## config.mk

```make
export PLATFORM = sky130hd
export DESIGN_NAME = counter_run_arbiter
export DESIGN_NICKNAME = d
export VERILOG_FILES = /design/src/rtl/counter_run_arbiter.sv
export SDC_FILE = /design/constraint.sdc
export NUM_CORES = 1
export LEC_CHECK = 0
export ABC_AREA = 0
export CORE_ASPECT_RATIO = 1.75
export CORE_MARGIN = 5
export CORE_UTILIZATION = 47
export DETAILED_ROUTE_END_ITERATION = 6
export PLACE_DENSITY_LB_ADDON = 0.2
export RECOVER_POWER = 25
export SKIP_LAST_GASP = 1
export SLEW_MARGIN = 5
export SYNTH_ARGS = -nofsm -noshare
export SYNTH_HDL_FRONTEND = slang
export SYNTH_SLANG_ARGS = --single-unit
```

## constraint.sdc

```tcl
create_clock -name clk -period 2.36 [get_ports clk]
set_input_delay 0.354 -clock clk [delete_from_list [all_inputs] [get_ports clk]]
set_output_delay 0.354 -clock clk [all_outputs]
set_load 0.01 [all_outputs]
```

## src/rtl/counter_run_arbiter.sv

```systemverilog
// counter_run_arbiter
//   Shares one CNT_W-bit up-counter between NUM_REQ requesters. Each
//   requester is granted in round-robin order. The counter is cleared and
//   then enabled until it reaches the requested length. The final count is
//   then returned with a one-cycle done pulse.
//
// Ports
//   clk, reset   : clock (rising edge); asynchronous active-high reset
//   req          : per-requester run request (level)
//   req_len      : per-requester target count, requester i at [i*CNT_W +: CNT_W]
//   count        : current value of the shared counter
//   cnt_reset    : synchronous reset strobe to the counter
//   cnt_enable   : count enable to the counter
//   gnt          : one-hot grant, held CLEAR..DONE
//   done         : one-cycle completion pulse to the grantee
//   result       : count at end of run, held until the next done
//   err          : pulses with done when the run ended by timeout
//   busy         : high whenever the FSM is not IDLE
module counter_run_arbiter #(
    parameter int CNT_W   = 4,
    parameter int NUM_REQ = 2,
    parameter int TIMEOUT = 32
) (
    input  logic                     clk,
    input  logic                     reset,
    input  logic [NUM_REQ-1:0]       req,
    input  logic [NUM_REQ*CNT_W-1:0] req_len,
    input  logic [CNT_W-1:0]         count,
    output logic                     cnt_reset,
    output logic                     cnt_enable,
    output logic [NUM_REQ-1:0]       gnt,
    output logic [NUM_REQ-1:0]       done,
    output logic [CNT_W-1:0]         result,
    output logic                     err,
    output logic                     busy
);

    localparam int IDX_W = (NUM_REQ > 1) ? $clog2(NUM_REQ) : 1;
    localparam int TMR_W = $clog2(TIMEOUT + 1);

    typedef enum logic [1:0] {S_IDLE, S_CLEAR, S_RUN, S_DONE} state_t;

    state_t             r_state, w_next;
    logic [IDX_W-1:0]   r_idx, r_ptr, w_sel;
    logic               w_found;
    logic [CNT_W-1:0]   r_len;
    logic [TMR_W-1:0]   r_timer;
    logic               r_err;
    logic [CNT_W-1:0]   r_result;
    logic [NUM_REQ-1:0] w_onehot;
    logic               w_match, w_tmo, w_req_act, w_exit;

    // Round-robin pick: first set req bit at or above r_ptr, wrapping.
    always_comb begin
        int j;
        j       = 0;
        w_found = 1'b0;
        w_sel   = '0;
        for (int k = 0; k < NUM_REQ; k++) begin
            j = int'(r_ptr) + k;
            if (j >= NUM_REQ) j = j - NUM_REQ;
            if (!w_found && req[j]) begin
                w_found = 1'b1;
                w_sel   = IDX_W'(j);
            end
        end
    end

    always_comb begin
        w_onehot        = '0;
        w_onehot[r_idx] = 1'b1;
    end

    assign w_match   = (count == r_len);
    assign w_tmo     = (r_timer == TMR_W'(TIMEOUT));
    assign w_req_act = req[r_idx];
    assign w_exit    = w_match || !w_req_act || w_tmo;

    always_ff @(posedge clk or posedge reset) begin
        if (reset) r_state <= S_IDLE;
        else       r_state <= w_next;
    end

    // Outputs decode straight from state so an async reset clears them at once.
    always_comb begin
        w_next     = r_state;
        cnt_reset  = 1'b0;
        cnt_enable = 1'b0;
        gnt        = '0;
        done       = '0;
        err        = 1'b0;
        busy       = 1'b0;
        case (r_state)
            S_IDLE: begin
                if (w_found) w_next = S_CLEAR;
            end
            S_CLEAR: begin
                gnt       = w_onehot;
                cnt_reset = 1'b1;
                busy      = 1'b1;
                w_next    = S_RUN;
            end
            S_RUN: begin
                gnt  = w_onehot;
                busy = 1'b1;
                // Combinational so the counter stops exactly on len without overshoot.
                cnt_enable = !w_match && w_req_act && !w_tmo;
                if (w_exit) w_next = S_DONE;
            end
            S_DONE: begin
                gnt    = w_onehot;
                done   = w_onehot;
                err    = r_err;
                busy   = 1'b1;
                w_next = S_IDLE;
            end
            default: w_next = S_IDLE;
        endcase
    end

    assign result = r_result;

    always_ff @(posedge clk or posedge reset) begin
        if (reset) begin
            r_idx    <= '0;
            r_ptr    <= '0;
            r_len    <= '0;
            r_timer  <= '0;
            r_err    <= 1'b0;
            r_result <= '0;
        end else begin
            case (r_state)
                S_IDLE: begin
                    if (w_found) begin
                        r_idx <= w_sel;
                        r_len <= req_len[int'(w_sel)*CNT_W +: CNT_W];
                    end
                end
                S_CLEAR: r_timer <= '0;
                S_RUN: begin
                    if (!w_tmo) r_timer <= r_timer + 1'b1;
                    if (w_exit) begin
                        r_result <= count;
                        // A match in the same cycle as the timeout is a clean finish.
                        r_err    <= w_tmo && !w_match;
                    end
                end
                S_DONE: begin
                    r_ptr <= (r_idx == IDX_W'(NUM_REQ - 1)) ? '0 : r_idx + 1'b1;
                end
                default: ;
            endcase
        end
    end

endmodule

```

Yosys cells after proc, flatten, opt, wreduce, memory -nomap -nowiden

Cells that the tools add are included.

Flip-flop bits (word level): 19
Input bits: 16
Output and inout bits: 12
Word-level logic and storage cells: 73

Shift-type cells: 1
Reductions and logical operators: 18
$lt $le $gt $ge: 6
Equality and inequality tests: 8
$add $sub $neg: 5
Multiplexer cells: 28

Operators by type and width:

| kind                | count |
|---|---|
| $lt 32x3->1 const B | 2 |
| $mux 32             | 2 |
| $mux 1              | 18 |
| $pmux 6 s2          | 1 |
| $mux 2              | 4 |
| $pmux 2 s4          | 1 |
| $reduce_and 2->1    | 4 |
| $shiftx 8x4->4      | 1 |
| $add 6x1->6 const B | 1 |
| $eq 6x6->1 const B  | 1 |
| $mux 6              | 1 |
| $ne 2x2->1 const B  | 3 |
| $logic_and 1x1->1   | 5 |
| $eq 2x2->1 const B  | 2 |
| $eq 4x4->1          | 1 |
| $logic_not 1->1     | 4 |
| $reduce_or 3->1     | 1 |
| $sub 1x2->3 const B | 1 |
| $sub 2x2->3 const B | 1 |
| $add 1x1->2 const B | 1 |
| $eq 2x1->1 const B  | 1 |
| $ge 1x2->1 const B  | 1 |
| $ge 2x2->1 const B  | 1 |
| $logic_not 2->1     | 1 |
| 6 further kinds     | 7 |

Longest topological paths before layout

Gate-level depths: netlist of run 1.

Word-level depth: 11
Depth in mapped cells: 7
Gate-level depth less buffers: 6

Worst setup path before layout of run 1

OpenSTA, ideal clock, no wires.

Path type: register -> register
Start point: register r_state[0]
End point: register r_state[1]
Stages on the path, launching flop included: 7
Data required time: 2.235 ns
Buffers on the path: 0
Clock period less this slack: 1.634 ns
Arrival time: 1.510 ns
Slack: 0.726 ns
Library setup time: 0.125 ns
Cells stage by stage: dfrtp_1 -> inv_1 -> ha_1 -> inv_1 -> a41o_1 -> o21ai_1 -> mux2_2

Word-level cells in the longest chain between the ends: 3
Elaborated cells on any way between the ends: 8
Classes of those cells: eq/ne: 5; mux: 1; reduce/logical: 2

RTL lines:

| item                                                 | line | source |
|---|---|---|
| start: declaration                                   | 43   | `state_t r_state, w_next;` |
| start signal: assignment                             | 81   | `else r_state <= w_next;` |
| $eq 2x2->1 / $logic_not 2->1 (equally long branches) | 93   | `case (r_state)` |
| $ne 2x2->1 (no line)                                 | -    |  |
| $reduce_and 2->1 (no line)                           | -    |  |

Parallel ways exist; a longest one is shown, timed or not.
A chain may end at the register's enable or synchronous reset.

Worst setup path in the final report of run 1

Start point: register r_state[0]
End point: output cnt_enable

Word-level cells in the longest chain between the ends: 2

RTL lines:

| item             | line | source |
|---|---|---|
| $eq 2x2->1       | 93   |  |
| $mux 1           | 93   |  |
| end: declaration | 30   | `output logic cnt_enable,` |

Every way passes these cells.

==> metrics, run 1 <==
outcome=complete, no violations; total CTS buffers=3; reg-to-reg endpoint=r_state[1]; register area share after synthesis=44.4%; FILL cells=191; Mapped Area=0.00107 sq mm; CP endpoint kind=output port; most common cell after layout, fill and taps aside=clkdlybuf4s50_1; final hold slack=0.505 ns; Sum Neg Setup Slack=0 ns; Initial DRT Pass Iterations=4; VDD IR-drop max=0.571 mV; proportion of layout cells with a drive suffix above 1=9.49%; final setup fails=0; core area=0.00224 sq mm; syn nets=128; clk buf depth=2; CTS tree=yes; Initial Util=47.7%; DR DRC count=0; Die Area=0.00337 sq mm; Syn Inst Count=105; Worst Max-Slew Pin Slew=0.712 ns; die height=73.1 um; Final Skew=0.00254 ns; GRT Total Usage=15.3%; Crit Path Class=flip-flop to output port; HP Class=flip-flop to flip-flop; commonest cells after routing, fill and taps aside=25 x clkdlybuf4s50_1, 19 x dfrtp_1, 11 x inv_1; CP required=2.01 ns; Cell variety after synth=31; critical path buffer and inverter count=3; number of nets still failing antenna checks after routing=0; Period minus WS final=2.10 ns; initial antenna violation count=0; CP peak stage delay=0.41 ns; total power=1.66 mW; first-pass GRT wire length=3.88 mm; Pleak=0.650 nW; Layout area overhead=33.3%; highest clock rate=477 MHz; Die Wd=46.1 um; largest net degree at the start of global routing=20; worst r2r path cells=6; worst-path maximum fanout=5; Ys Warns=0; critical path endpoint=cnt_enable; critical path, cell by cell=inv_1 -> ha_1 -> inv_1 -> a41o_1 -> nor2_1 -> dlygate4sd2_1; gr ovfl total=0; clk slew on worst S/H paths=0.07 ns; multi-input logic area=549 sq um; clk_lat worst skew=0.25 ns; Crit-path slowest cell=dfrtp_1; Setup crit start=r_state[0]; post-DP HPWL=1.82 mm; Core Rows=23; vias in the first global route=916; Ant. Diodes=0; FF/Latch Area=475 sq um; critical path arrival=1.74 ns; Critical R2R Launch=r_state[0]; Synth Area per Inst=10.2 sq um; Pwr per Cell Area=1170 mW/mm^2; Final Hold Viols=0; clk root buf=clkbuf_8; startpoint types=flip-flop; Avg WL per Cell=13.8 um; Port Buffer Count=27; initial DRC count=13; cell count along the critical path=6; post-CTS setup buffers=0; WL final=2.24 mm; cell family with most CP delay=buffers and inverters; worst reg2reg setup slack=0.60 ns; RSZ-0062 raised after global routing=false; routability cong.=0.816; max_cap viols=0; synthesis-stage register bit count=19; max-slew violation count=0; cell mode on critical path=inv_1; Max H-tree Level=1; NumNets Final=161; clock sink total=19; headroom to the max-slew limit=52.5%; Period Utilization, post-route=88.9%; DR vias/cell=5.34; IO Pins=28; Via Count=865
-- Yosys cell counts (all sizes together) --
cell type	count	area [sq um]
and4	1	8.76
nand2b	1	6.26
nor2b	2	12.5
and2	2	12.5
or3	1	6.26
o21ai	12	63.8
a32o	1	10.0
a21oi	2	10.0
a32oi	1	8.76
o41ai	2	36.3
buf	1	3.75
xor2	4	35.0
mux2	6	67.6
a41o	1	10.0
dfrtp	19	475
o31ai	1	7.51
o21a	1	7.51
o22ai	2	12.5
nor2	7	26.3
inv	11	41.3
nor3	1	5.00
ha	7	87.6
mux2i	4	40.0
nand3	2	10.0
a21o	2	15.0
xnor2	1	8.76
nand2	9	33.8
or4	1	7.51
-- final cells by class --
class | count | area share (%)
clock buffer | 4 | 3.16
inverter | 11 | 2.89
tap | 25 | 2.19
multi-input combinational | 74 | 38.5
sequential | 19 | 33.3
timing repair buffer | 29 | 19.9
-- kinds of logic (layout without fill, tap and decap cells) --
| family | count (synthesis) | count (layout) | synth area share (%) |
|---|---|---|---|
| XOR/XNOR | 5 | 5 | 4.09 |
| multiplexers | 10 | 10 | 10.1 |
| buffers and inverters | 12 | 44 | 4.21 |
| flip-flops | 19 | 19 | 44.4 |
| AO/OA/AOI/OAI | 25 | 25 | 17.0 |
| AND/OR/NAND/NOR | 27 | 27 | 12.0 |
| adder cells (fa/ha/maj) | 7 | 7 | 8.19 |
-- worst register-to-register path, delay by kind of cell (launching register included) --
family	cells	cell delay (ns)
muxes	1	0.35
AOI/OAI and AO/OA	2	0.49
adders and majority gates	1	0.18
buffers and inverters	2	0.22
DFF	1	0.41
-- registers in the layout, indices dropped and copies added (netlist names) --
name,cells
r_err,1
r_state,2
result,4
r_idx,1
r_ptr,1
r_len,4
r_timer,6
-- where the power goes --
group          total [mW]  internal (mW)  switching [mW]
sequential          0.557          0.455           0.103
combinational       0.881          0.448           0.434
clock               0.224          0.120           0.104
total                1.66           1.02           0.640
-- through the flow --
step           cell area, sq um  std cells  utilization [%]  worst slack [ns]
3_3_place_gp               1380        158             61.6            0.0663
2_1_floorplan              1070        105                -             0.726
6_report                   1430        162             63.5             0.261
4_1_cts                    1430        162             63.5             0.256
3_5_place_dp               1380        158             61.6            0.0689
5_1_grt                    1430        162             63.5             0.158
-- per-layer routing --
layer / part of all wire [%] / global-route usage [%] / up-vias
li1: - / - / 427
met1: 36 / 16.1 / 414
met2: 59 / 29.1 / 20
met3: 4.2 / 2.22 / 4
met4: 1.1 / 4.75 / 0
met5: 0 / 0 / -
-- timing repair --
item	in CTS	in global routing
hold buffers	0	0
setup endpoints to repair	1	0
gates resized for setup	1	0
-- how the worst min path moves through the flow --
stage	cells past startpoint	slack, ns	end	startpoint
floorplan	1	0.31	r_err	reset
global placement	1	0.47	r_err	r_err
detailed placement	1	0.49	r_err	r_err
CTS	1	0.52	result[3]	result[3]
global route	1	0.54	result[2]	result[2]
finish	2	0.51	r_ptr	r_ptr
No activity file was read; power rests on OpenSTA's default activity.
==> run 2, diff against run 1 <==
--- a/config.mk
+++ b/config.mk
@@ -7,7 +7,6 @@
 export LEC_CHECK = 0
 export ABC_AREA = 0
 export CORE_ASPECT_RATIO = 1.75
-export CORE_MARGIN = 5
 export CORE_UTILIZATION = 47
 export DETAILED_ROUTE_END_ITERATION = 6
 export PLACE_DENSITY_LB_ADDON = 0.2
==> run 2 against run 1 <==
First-iteration DRC count grew 23%. Register-to-register slack is essentially flat. Fmax grew 1.8%. Combinational power grew 0.7%. Die area shrank 26%. Clock power shrank 26%. Cell area shrank 0.61%. Largest cell class unchanged. Global-route usage grew 4.6 points. Clock skew grew 0.0028 ns. Sequential power is essentially flat.
==> metrics, run 2 (synthesized netlist as in run 1, its figures left out) <==
worst-path maximum fanout=4; core area=0.00212 sq mm; Reg with most FFs=r_timer; gr ovfl total=0; Crit-path slowest cell=clkdlybuf4s50_1; critical path buffer and inverter count=2; Period Utilization, post-route=87.4%; Worst Max-Slew Pin Slew=0.728 ns; final setup fails=0; Avg WL per Cell=13.0 um; clock sink total=19; Min-Delay Startpoint=r_ptr; number of nets still failing antenna checks after routing=0; Ant. Diodes=0; worst r2r path cells=6; Final Hold Viols=0; IO Pins=28; Placed Area=0.00138 sq mm; sequential share of power=34.5%; Max H-tree Level=1; Sw Ratio=39.0%; startpoint types=flip-flop; cell family with most CP delay=buffers and inverters; max-slew violation count=0; NumNets Final=162; Final Skew=0.00539 ns; Die Wd=38.1 um; die height=65.1 um; proportion of layout cells with a drive suffix above 1=10.9%; vias in the first global route=876; CTS tree=yes; Pint=0.980 mW; total power=1.61 mW; CP peak stage delay=0.48 ns; post-DP HPWL=1.70 mm; HP Class=flip-flop to flip-flop; Initial DRT Pass Iterations=3; clk root buf=clkbuf_4; Die Area=0.00248 sq mm; clk_lat worst skew=0.29 ns; CP required=2.01 ns; CP endpoint kind=output port; Comb power frac=55.2%; highest clock rate=485 MHz; WHS Path Cells=2; RSZ-0062 raised after global routing=false; DR DRC count=0; headroom to the max-slew limit=51.4%; final instance area=0.00142 sq mm; Layout area overhead=32.5%; worst reg2reg setup slack=0.61 ns; Crit Path Class=flip-flop to output port; FILL cells=197; clk buf depth=2; first-pass GRT wire length=3.56 mm; critical path, cell by cell=buf_4 -> ha_1 -> and2_1 -> clkdlybuf4s50_1; Clk pwr share=10.3%; Pleak=0.660 nW; commonest cells after routing, fill and taps aside=25 x clkdlybuf4s50_1, 19 x dfrtp_1, 10 x inv_1; most common cell after layout, fill and taps aside=clkdlybuf4s50_1; Initial Util=50.5%; initial DRC count=16; Largest register FFs=6; Sum Neg Setup Slack=0 ns; NetSw=0.628 mW; VDD IR-drop max=0.587 mV; max_cap viols=0; critical path arrival=1.71 ns; WL final=2.11 mm; Core Rows=22; GRT Total Usage=19.9%; total CTS buffers=3; DR vias/cell=5.40; Period minus WS final=2.06 ns; clk slew on worst S/H paths=0.11 ns; initial antenna violation count=0; Port Buffer Count=27; outcome=complete, no violations; Critical R2R Launch=r_state[1]; largest net degree at the start of global routing=20; CTS Hold Buffers Added=0; Pwr per Cell Area=1130 mW/mm^2; reg-to-reg endpoint=r_state[1]; worst hold endpoint=r_ptr; routability cong.=0.680; Via Count=874
run 2: cell count changes in the layout (fill, tap and decap cells not counted):
| cell | previous run | this run |
|---|---|---|
| dlygate4sd2_1 | 1 | 0 |
| clkbuf_8 | 3 | 0 |
| inv_1 | 11 | 10 |
| inv_2 | 0 | 1 |
| and2_1 | 1 | 2 |
| and2_0 | 1 | 0 |
| dlymetal6s2s_1 | 0 | 1 |
| buf_4 | 2 | 3 |
| clkbuf_4 | 0 | 3 |
run 2: how the worst max path moves through the flow:
stage                from          to  slack [ns]  cells past startpoint
2_1_floorplan  r_state[0]  r_state[1]        0.73                      6
3_3_place_gp     count[1]  cnt_enable        0.08                      5
3_5_place_dp     count[1]  cnt_enable        0.08                      5
4_1_cts        r_state[0]  cnt_enable       0.008                      6
5_1_grt        r_state[0]         err        0.20                      4
6_report       r_state[0]         err        0.30                      4
run 2: worst register-to-register path, stage by stage (launching register included):
cell,delay (ns)
dfrtp_1,0.43
inv_1,0.11
ha_1,0.17
inv_1,0.05
or3_1,0.40
o21ai_1,0.14
mux2_2,0.35
run 2: power groups by stage:
stage / registers (mW) / clock network, mW / logic, mW
after CTS: 0.556 / 0.171 / 0.900
after global placement: 0.559 / 0 / 0.866
final: 0.555 / 0.166 / 0.887
after floorplan: 0.554 / 0 / 0.541
after global routing: 0.568 / 0.188 / 0.991
after detailed placement: 0.566 / 0 / 0.882
run 2: final cells by class:
class	count	area (sq um)	area share (%)
sequential	19	475	33.5
inverter	11	41.3	2.91
timing repair buffer	30	295	20.8
tap	24	30.0	2.12
multi-input combinational	74	549	38.7
clock buffer	4	26.3	1.85
run 2: what timing repair did:
action | 4_1_cts | 5_1_grt
resized for setup | 1 | 1
endpoints found under the setup margin | 1 | 1
setup buffers | 1 | 0
run 2: routing by layer:
metal	GRT usage [%]	routed length (um)	vias to the layer above	part of all wire (%)
met5	0	0	-	0
met3	3.04	42	2	2.0
li1	-	-	431	-
met2	36.2	1260	15	60
met4	8.04	17	0	0.81
met1	21.4	785	426	37
run 2: metrics by stage:
step | utilization [%] | instances | hold WS [ns] | setup WS, ns
after floorplan | - | 105 | 0.305 | 0.726
after CTS | 66.8 | 162 | 0.490 | 0.00778
after global placement | 65.2 | 157 | 0.487 | 0.0775
after detailed placement | 65.2 | 157 | 0.492 | 0.0842
after global routing | 66.9 | 162 | 0.537 | 0.203
final | 66.9 | 162 | 0.512 | 0.298
